[src/rtl/servant_sleep_pkg.sv]
// Shared types for the servant sleep controller: FSM state encoding and wake-cause bit positions.
// Pure declarations: no latency and no backpressure.
package servant_sleep_pkg;

  typedef enum logic [1:0] {
    ST_RUN   = 2'd0,
    ST_DRAIN = 2'd1,
    ST_SLEEP = 2'd2,
    ST_WAKE  = 2'd3
  } sleep_state_t;

  localparam int CAUSE_IRQ = 0;
  localparam int CAUSE_SW  = 1;
  localparam int CAUSE_TMR = 2;

  // A down-counter preloaded with n-1 needs enough bits to hold 0..n-1, and never fewer than one.
  function automatic int cnt_width(input int n);
    return (n <= 2) ? 1 : $clog2(n);
  endfunction

endpackage

[src/rtl/servant_clkgate.sv]
// Glitch-free clock gate: the enable is latched while clk is low and ANDed with clk.
// Enable changes take effect at the next clk rising edge; there is no backpressure.
module servant_clkgate (
  input  logic clk,
  input  logic en,
  output logic gclk
);

  logic en_lat;

  always_latch begin
    if (!clk) en_lat <= en;
  end

  assign gclk = clk & en_lat;

endmodule

[src/rtl/servant_sleep_ctrl.sv]
// Sleep/wake controller: drains the bus, gates the core clock, and wakes on IRQ, SW request or timer.
// Gating happens DRAIN_CYCLES+1 edges after the request and ungating WAKE_CYCLES+1 edges after wake; a pending IRQ refuses sleep.
module servant_sleep_ctrl
  import servant_sleep_pkg::*;
#(
  parameter int N_IRQ        = 1,
  parameter int SYNC_STAGES  = 2,
  parameter int DRAIN_CYCLES = 4,
  parameter int WAKE_CYCLES  = 8,
  parameter int TIMER_W      = 16
) (
  input  logic               i_clk,
  input  logic               i_rst_n,
  input  logic               i_sleep_req,
  input  logic               i_wakeup_req,
  input  logic [N_IRQ-1:0]   i_irq,
  input  logic [N_IRQ-1:0]   i_irq_mask,
  input  logic [TIMER_W-1:0] i_wake_time,
  output logic               o_gclk,
  output logic               o_clk_en,
  output logic               o_sleeping,
  output logic               o_irq_pending,
  output logic [2:0]         o_wake_cause
);

  localparam int CNT_MAX = (DRAIN_CYCLES > WAKE_CYCLES) ? DRAIN_CYCLES : WAKE_CYCLES;
  localparam int CNT_W   = cnt_width(CNT_MAX);

  logic [SYNC_STAGES-1:0][N_IRQ-1:0] sync_q;
  logic                              pend;

  sleep_state_t       state_q, state_d;
  logic [CNT_W-1:0]   cnt_q, cnt_d;
  logic [TIMER_W-1:0] timer_q, timer_d;
  logic               clk_en_q, clk_en_d;
  logic [2:0]         cause_q, cause_d;
  logic               sleeping_q;
  logic               tmr_hit;
  logic               wake_evt;

  // The mask is quasi-static and software-written, so it is applied after the synchroniser unsynchronised.
  always_ff @(posedge i_clk or negedge i_rst_n) begin
    if (!i_rst_n) begin
      sync_q <= '0;
    end else begin
      sync_q <= {sync_q[SYNC_STAGES-2:0], i_irq};
    end
  end

  assign pend = |(sync_q[SYNC_STAGES-1] & i_irq_mask);

  always_ff @(posedge i_clk or negedge i_rst_n) begin
    if (!i_rst_n) begin
      state_q    <= ST_RUN;
      cnt_q      <= '0;
      timer_q    <= '0;
      clk_en_q   <= 1'b1;
      cause_q    <= '0;
      sleeping_q <= 1'b0;
    end else begin
      state_q    <= state_d;
      cnt_q      <= cnt_d;
      timer_q    <= timer_d;
      clk_en_q   <= clk_en_d;
      cause_q    <= cause_d;
      sleeping_q <= (state_d == ST_SLEEP) || (state_d == ST_WAKE);
    end
  end

  always_comb begin
    state_d  = state_q;
    cnt_d    = cnt_q;
    timer_d  = timer_q;
    clk_en_d = clk_en_q;
    cause_d  = cause_q;
    // A zero load never reaches 1, so a disabled timer can never fire.
    tmr_hit  = (timer_q == TIMER_W'(1));
    wake_evt = pend | i_wakeup_req | tmr_hit;

    case (state_q)
      ST_RUN: begin
        if (i_sleep_req && !pend) begin
          state_d = ST_DRAIN;
          cnt_d   = CNT_W'(DRAIN_CYCLES - 1);
        end
      end
      ST_DRAIN: begin
        if (pend || i_wakeup_req) begin
          state_d = ST_RUN;
        end else if (cnt_q == '0) begin
          state_d  = ST_SLEEP;
          clk_en_d = 1'b0;
          cause_d  = '0;
          timer_d  = i_wake_time;
        end else begin
          cnt_d = cnt_q - CNT_W'(1);
        end
      end
      ST_SLEEP: begin
        if (timer_q != '0) timer_d = timer_q - TIMER_W'(1);
        if (wake_evt) begin
          state_d            = ST_WAKE;
          cnt_d              = CNT_W'(WAKE_CYCLES - 1);
          cause_d[CAUSE_IRQ] = pend;
          cause_d[CAUSE_SW]  = i_wakeup_req;
          cause_d[CAUSE_TMR] = tmr_hit;
        end
      end
      ST_WAKE: begin
        if (cnt_q == '0) begin
          state_d  = ST_RUN;
          clk_en_d = 1'b1;
        end else begin
          cnt_d = cnt_q - CNT_W'(1);
        end
      end
      default: state_d = ST_RUN;
    endcase
  end

  assign o_clk_en      = clk_en_q;
  assign o_sleeping    = sleeping_q;
  assign o_irq_pending = pend;
  assign o_wake_cause  = cause_q;

  servant_clkgate u_clkgate (
    .clk  (i_clk),
    .en   (clk_en_q),
    .gclk (o_gclk)
  );

endmodule
[config.mk]
export PLATFORM = sky130hd
export DESIGN_NAME = servant_sleep_ctrl
export DESIGN_NICKNAME = d
export VERILOG_FILES = /design/src/rtl/servant_sleep_pkg.sv /design/src/rtl/servant_clkgate.sv /design/src/rtl/servant_sleep_ctrl.sv
export SDC_FILE = /design/constraint.sdc
export NUM_CORES = 1
export LEC_CHECK = 0
export CORE_ASPECT_RATIO = 1.5
export CORE_MARGIN = 10
export CORE_UTILIZATION = 55
export DETAILED_ROUTE_END_ITERATION = 10
export GPL_TIMING_DRIVEN = 1
export PLACE_DENSITY = 0.95
export REMOVE_ABC_BUFFERS = 1
export SYNTH_ARGS = -nofsm -noshare
export SYNTH_HDL_FRONTEND = slang
export SYNTH_SLANG_ARGS = --single-unit
[constraint.sdc]
create_clock -name i_clk -period 5.5 [get_ports i_clk]
set_clock_uncertainty 0.1 [all_clocks]
set_input_delay 1.1 -clock i_clk [delete_from_list [all_inputs] [get_ports i_clk]]
set_output_delay 1.1 -clock i_clk [all_outputs]
set_load 0.02 [all_outputs]
==> results.sh, run 1 <==
export IMPL_hpwlAfterDp_mm=2.74
export IMPL_prevailing_post_synth_register_cell="dfrtp_1"
export IMPL_p_int_uw=582
export IMPL_cellLeakagePower_uw=0.000811
export IMPL_p_sw_share_pct=41.3
export IMPL_die_y_um=86.7
export IMPL_kind_of_launch_point_of_the_worst_setup_path="latch"
export IMPL_timing_max_cap_violations=0
export IMPL_worst_setup_path_endpoint="o_gclk"
export IMPL_wl_per_cell_um=14.8
export IMPL_cp_max_fanout=1
export IMPL_number_of_unique_standard_cell_types_used_by_synthesis=40
export IMPL_max_slew_margin_rel_pct=44.7
export IMPL_tightest_slew_ns=0.829
export IMPL_dr_first_iter_drc_count=74
export IMPL_finalNetCount=243
export IMPL_regToRegSetupSlack_ns=2.12
export IMPL_pwr_share_clk_pct=18.5
export IMPL_post_cts_resized=0
export IMPL_postSynthAreaPerCell_um2=8.58
export IMPL_critical_path_endpoint_type="output port"
export IMPL_antenna_found_initial=0
export IMPL_ant_nets=0
export IMPL_net_switching_power_uw=410
export IMPL_cts_hold_buf=0
export IMPL_via_count=1498
export IMPL_pin_count_of_the_biggest_net_entering_global_routing=28
export IMPL_report_final_slew_viol_count=0
export IMPL_gp_congestion=0.852
export IMPL_die_area_um2=5590
export IMPL_core_region_area_um2=2880
export IMPL_seq_power_share_pct=41.3
export IMPL_post_cts_setup_buffer_count=0
export IMPL_drcViolationCount=0
export IMPL_clk_pin_slew_worst_paths_ns=0.09
export IMPL_reg2reg_to="u_clkgate.en_lat"
export IMPL_status="complete, no violations"
export IMPL_placed_cells=247
export IMPL_combPwrFrac_pct=40.2
export IMPL_edff_count_synth=0
export IMPL_synth_warnings=0
export IMPL_critPathKind="latch2out"
export IMPL_track_usage_pct=14.2
export IMPL_hp_class="reg2reg"
export IMPL_max_vdd_ir_drop_mv=0.309
export IMPL_fillers=246
export IMPL_timing_reg2reg_worst_path_depth=0
export IMPL_placement_io_buffers=28
export IMPL_routed_wl_mm=3.76
export IMPL_final_hold_violation_count=0
export IMPL_total_power_uw=992
export IMPL_worst_skew_pair_late_latency_ns=0.38
export IMPL_vias_in_the_first_global_route=1545
export IMPL_synth_top_cell_area_share_pct=39.9
export IMPL_grt_overflow_total=0
export IMPL_initial_utilization_pct=56.6
export IMPL_ios=29
export IMPL_area_growth_syn_to_layout_pct=23.7
export IMPL_synth_top_cells_by_area="dfrtp_1 (40%), a21oi_1 (8.0%), nand2_1 (4.1%), ha_1 (3.8%), o21ai_0 (3.7%)"
export IMPL_synth_area_um2=1630
export IMPL_final_setup_tns_ns=0
export IMPL_final_layout_size_suffix_gt1_share_pct=7.44
export IMPL_critical_path_arrival_ns=3.86
export IMPL_post_layout_nonfiller_instances=254
export IMPL_ys_async_sr_fraction_pct=96.4
export IMPL_rsz_0062_raised_after_global_routing="false"
export IMPL_worst_endpoint_required_ns=4.30
export IMPL_tritoncts="yes"
export IMPL_routed_via_density=5.90
export IMPL_r2r_start="o_clk_en"
export IMPL_postSynthCellCount=190
export IMPL_setup_violations=0
export IMPL_worst_setup_path_startpoint="u_clkgate.en_lat"
export IMPL_drtPass1Iterations=4
export IMPL_fp_row_count=24
export IMPL_power_per_cell_area_nw_per_um2=492
export IMPL_grt_first_pass_wirelength_mm=6.62
export IMPL_synth_top_cell_by_area="dfrtp_1"
export IMPL_synth_common_cells="a21oi_1 (26), dfrtp_1 (26), nand2_1 (18)"
export IMPL_dieWidth_um=64.5
export IMPL_n_antenna_cell=0
export IMPL_yosys_register_bits=28
==> area by class of cell <==
class	instances	area (um^2)	share of cell area, %
sequential	28	692	34.3
tap	39	48.8	2.42
timing repair buffer	29	285	14.1
clock buffer	8	98.8	4.90
multi-input combinational	146	877	43.5
inverter	4	15.0	0.744
==> worst max-delay path: stages, from the launching register on <==
cell and delay [ns]:
dlxtn_1 0.39, and2_1 0.10, dlymetal6s2s_1 0.22
==> power by group through the flow <==
stage,combinational (uW),clock (uW),sequential [uW]
floorplan,274,7.34,399
global placement,387,13.8,407
detailed placement,402,13.8,410
CTS,404,189,406
global route,459,199,424
finish,398,184,410
==> cell families (layout without fill, tap and decap cells) <==
kind of cell / after synthesis / count (layout) / synth area share [%]
latches: 1 / 1 / 0.921
adder cells (fa/ha/maj): 5 / 5 / 3.84
AO/OA/AOI/OAI: 69 / 69 / 26.5
buffers and inverters: 16 / 41 / 3.91
AND/OR/NAND/NOR: 72 / 72 / 23.3
flip-flops: 27 / 27 / 41.5
==> per-layer routing <==
layer,GRT usage [%],vias to the layer above,share of wire [%]
met5,0,-,0
met1,15.4,702,42
met2,25.2,41,52
met3,3.75,7,4.6
li1,-,748,-
met4,6.25,0,1.5
==> worst min-delay path by stage <==
stage | from | to | slack [ns] | cells after the start
floorplan | sync_q[0] | sync_q[1] | 0.23 | 0
global placement | sync_q[0] | sync_q[1] | 0.23 | 0
detailed placement | sync_q[0] | sync_q[1] | 0.25 | 0
CTS | sync_q[0] | sync_q[1] | 0.27 | 0
global route | sync_q[0] | sync_q[1] | 0.28 | 0
finish | sync_q[0] | sync_q[1] | 0.27 | 0
==> registers in the layout (all words and copies together) (netlist names) <==
signal	flops
cnt_q	3
o_clk_en	1
o_sleeping	1
o_wake_cause	3
state_q	1
sync_q	2
timer_q	16
u_clkgate.en_lat	1
==> through the flow <==
stage / hold WS [ns] / setup slack (ns) / cell area [um^2] / utilization, %
after floorplan: 0.231 / 0.969 / 1580 / -
after global placement: 0.234 / 0.499 / 1930 / 66.9
after detailed placement: 0.247 / 0.501 / 1930 / 66.9
after CTS: 0.268 / 0.0357 / 2010 / 69.9
after global routing: 0.276 / 0.379 / 2020 / 70.0
final: 0.266 / 0.445 / 2020 / 70.0
==> placed cells by master, fill, tap and decap left out, types with 4 or more instances in the layout <==
cell / count
inv_1: 4
dfrtp_1: 26
o22a_1: 4
nor2_1: 14
clkbuf_8: 6
clkdlybuf4s50_1: 27
nand2_1: 18
o21ai_0: 12
a21o_1: 6
nand2b_1: 5
nand4_1: 4
a21oi_1: 26
a22o_1: 4
nor3_1: 8
nor4_1: 4
ha_1: 5
o22ai_1: 6
Power figures use the tool's default switching activity.
==> inputs of run 2 (changes only) <==
--- a/config.mk
+++ b/config.mk
@@ -7,10 +7,11 @@
 export LEC_CHECK = 0
 export CORE_ASPECT_RATIO = 1.5
 export CORE_MARGIN = 10
-export CORE_UTILIZATION = 55
+export CORE_UTILIZATION = 49
+export CTS_BUF_LIST = sky130_fd_sc_hd__clkbuf_2 sky130_fd_sc_hd__clkbuf_4 sky130_fd_sc_hd__clkbuf_8
 export DETAILED_ROUTE_END_ITERATION = 10
 export GPL_TIMING_DRIVEN = 1
-export PLACE_DENSITY = 0.95
+export PLACE_DENSITY = 0.9
 export REMOVE_ABC_BUFFERS = 1
 export SYNTH_ARGS = -nofsm -noshare
 export SYNTH_HDL_FRONTEND = slang
==> constraint.sdc (replaced) <==
create_clock -name i_clk -period 4.6 [get_ports i_clk]
set_clock_uncertainty 0.1 [all_clocks]
set_input_delay 0.92 -clock i_clk [delete_from_list [all_inputs] [get_ports i_clk]]
set_output_delay 0.92 -clock i_clk [all_outputs]
set_load 0.02 [all_outputs]
==> results.sh, run 2 (synthesis gave the netlist of run 1 again) <==
export IMPL_status="complete, no violations"
export IMPL_fillers=291
export IMPL_ios=29
export IMPL_wl_per_cell_um=15.2
export IMPL_regToRegSetupSlack_ns=1.67
export IMPL_grt_first_pass_wirelength_mm=6.87
export IMPL_cp_max_fanout=1
export IMPL_r2r_start="o_clk_en"
export IMPL_drtPass1Iterations=4
export IMPL_final_design_area_no_fill_um2=2030
export IMPL_drcViolationCount=0
export IMPL_track_usage_pct=13.8
export IMPL_clk_pin_slew_worst_paths_ns=0.10
export IMPL_hold_path_depth=0
export IMPL_min_to="sync_q[1]"
export IMPL_core_region_area_um2=3190
export IMPL_vias_in_the_first_global_route=1576
export IMPL_gp_congestion=0.827
export IMPL_final_hold_violation_count=0
export IMPL_worst_endpoint_required_ns=3.58
export IMPL_tritoncts="yes"
export IMPL_worst_setup_path_startpoint="u_clkgate.en_lat"
export IMPL_max_vdd_ir_drop_mv=0.370
export IMPL_cellLeakagePower_uw=0.000802
export IMPL_cts_hold_buf=0
export IMPL_worst_skew_pair_late_latency_ns=0.38
export IMPL_rsz_0062_raised_after_global_routing="false"
export IMPL_critPathKind="latch2out"
export IMPL_placed_cells=248
export IMPL_critical_path_endpoint_type="output port"
export IMPL_final_layout_size_suffix_gt1_share_pct=7.91
export IMPL_most_common_layout_cells="clkdlybuf4s50_1 (27), a21oi_1 (26), dfrtp_1 (26)"
export IMPL_report_final_slew_viol_count=0
export IMPL_routed_wl_mm=3.88
export IMPL_min_delay_start="sync_q[0]"
export IMPL_seqCellArea_um2=692
export IMPL_via_count=1515
export IMPL_antenna_found_initial=0
export IMPL_hp_class="reg2reg"
export IMPL_kind_of_launch_point_of_the_worst_setup_path="latch"
export IMPL_final_setup_tns_ns=0
export IMPL_pin_count_of_the_biggest_net_entering_global_routing=39
export IMPL_post_layout_nonfiller_instances=255
export IMPL_slowest_delay_ns=0.39
export IMPL_placement_io_buffers=28
export IMPL_fp_row_count=25
export IMPL_reg2reg_to="u_clkgate.en_lat"
export IMPL_critical_path_arrival_ns=3.49
export IMPL_tightest_slew_ns=1.16
export IMPL_top_register="timer_q"
export IMPL_die_area_um2=6080
export IMPL_multi_input_area_um2=877
export IMPL_timing_reg2reg_worst_path_depth=0
export IMPL_routed_via_density=5.94
export IMPL_flip_flop_count_of_the_largest_register_all_copies_and_words_added=16
export IMPL_grt_overflow_total=0
export IMPL_worst_path_max_delay_cell="dlxtn_1"
export IMPL_post_cts_setup_buffer_count=0
export IMPL_ant_nets=0
export IMPL_area_growth_syn_to_layout_pct=24.3
export IMPL_max_slew_margin_rel_pct=22.3
export IMPL_hpwlAfterDp_mm=2.75
export IMPL_most_frequent_standard_cell_in_the_layout_excluding_fill_and_tap_cells="clkdlybuf4s50_1"
export IMPL_finalNetCount=243
export IMPL_power_per_cell_area_nw_per_um2=594
export IMPL_dr_first_iter_drc_count=132
export IMPL_die_y_um=90.6
export IMPL_timing_max_cap_violations=0
export IMPL_placed_inst_area_um2=1930
export IMPL_dieWidth_um=67.1
export IMPL_initial_utilization_pct=51.1
export IMPL_setup_violations=0
export IMPL_cp_cell_sequence="and2_1, clkdlybuf4s15_1"
export IMPL_n_antenna_cell=0
## run 2: cell types whose count changed in the layout (fill, tap and decap cells not counted)
cell	before	now
clkbuf_8	6	7
dlymetal6s2s_1	1	0
clkdlybuf4s15_1	0	1
clkbuf_1	1	0
## run 2: area by class of cell
type / count / share of cell area [%]
repair buffers: 29 / 14.1
multi-input cells: 146 / 43.3
inverters: 4 / 0.741
flip-flops and latches: 28 / 34.2
clock buffers: 8 / 5.25
well taps: 40 / 2.47
## run 2: power by group
group          switching [uW]  total [uW]  internal [uW]
Combinational             260         477            217
Clock                    97.1         236            139
Sequential                137         491            354
## run 2: stage by stage
step	util [%]	hold slack (ns)	total power [uW]	worst slack, ns
finish	63.5	0.264	1200	0.0865
global route	63.5	0.280	1320	0.0164
CTS	63.5	0.271	1210	0.0401
detailed placement	60.5	0.247	985	0.231
global placement	60.5	0.235	964	0.228
floorplan	-	0.231	813	0.699
## run 2: layer usage
layer  vias to the layer above  part of all wire [%]  track usage, %
met5                         -                     0               0
met1                       708                    40            15.5
met2                        50                    53            22.0
li1                        749                     -               -
met4                         0                  0.77            6.70
met3                         8                   6.6            4.84
## run 2: worst max-delay path: cells and delay by family (launching register included)
| kind | cells | cell delay (ns) |
|---|---|---|
| simple gates | 1 | 0.11 |
| buf+inv | 1 | 0.30 |
| latches | 1 | 0.39 |
## run 2: how the worst max path moves through the flow
stage	endpoint	slack, ns
after floorplan	o_gclk	0.70
after global placement	o_gclk	0.23
after detailed placement	o_gclk	0.23
after CTS	o_gclk	0.04
after global routing	o_gclk	0.02
final	o_gclk	0.09
## run 2: timing repair
| action | CTS | global route |
|---|---|---|
| cloned | 0 | 0 |
| gates resized for setup | 1 | 1 |
| endpoints found under the setup margin | 2 | 2 |
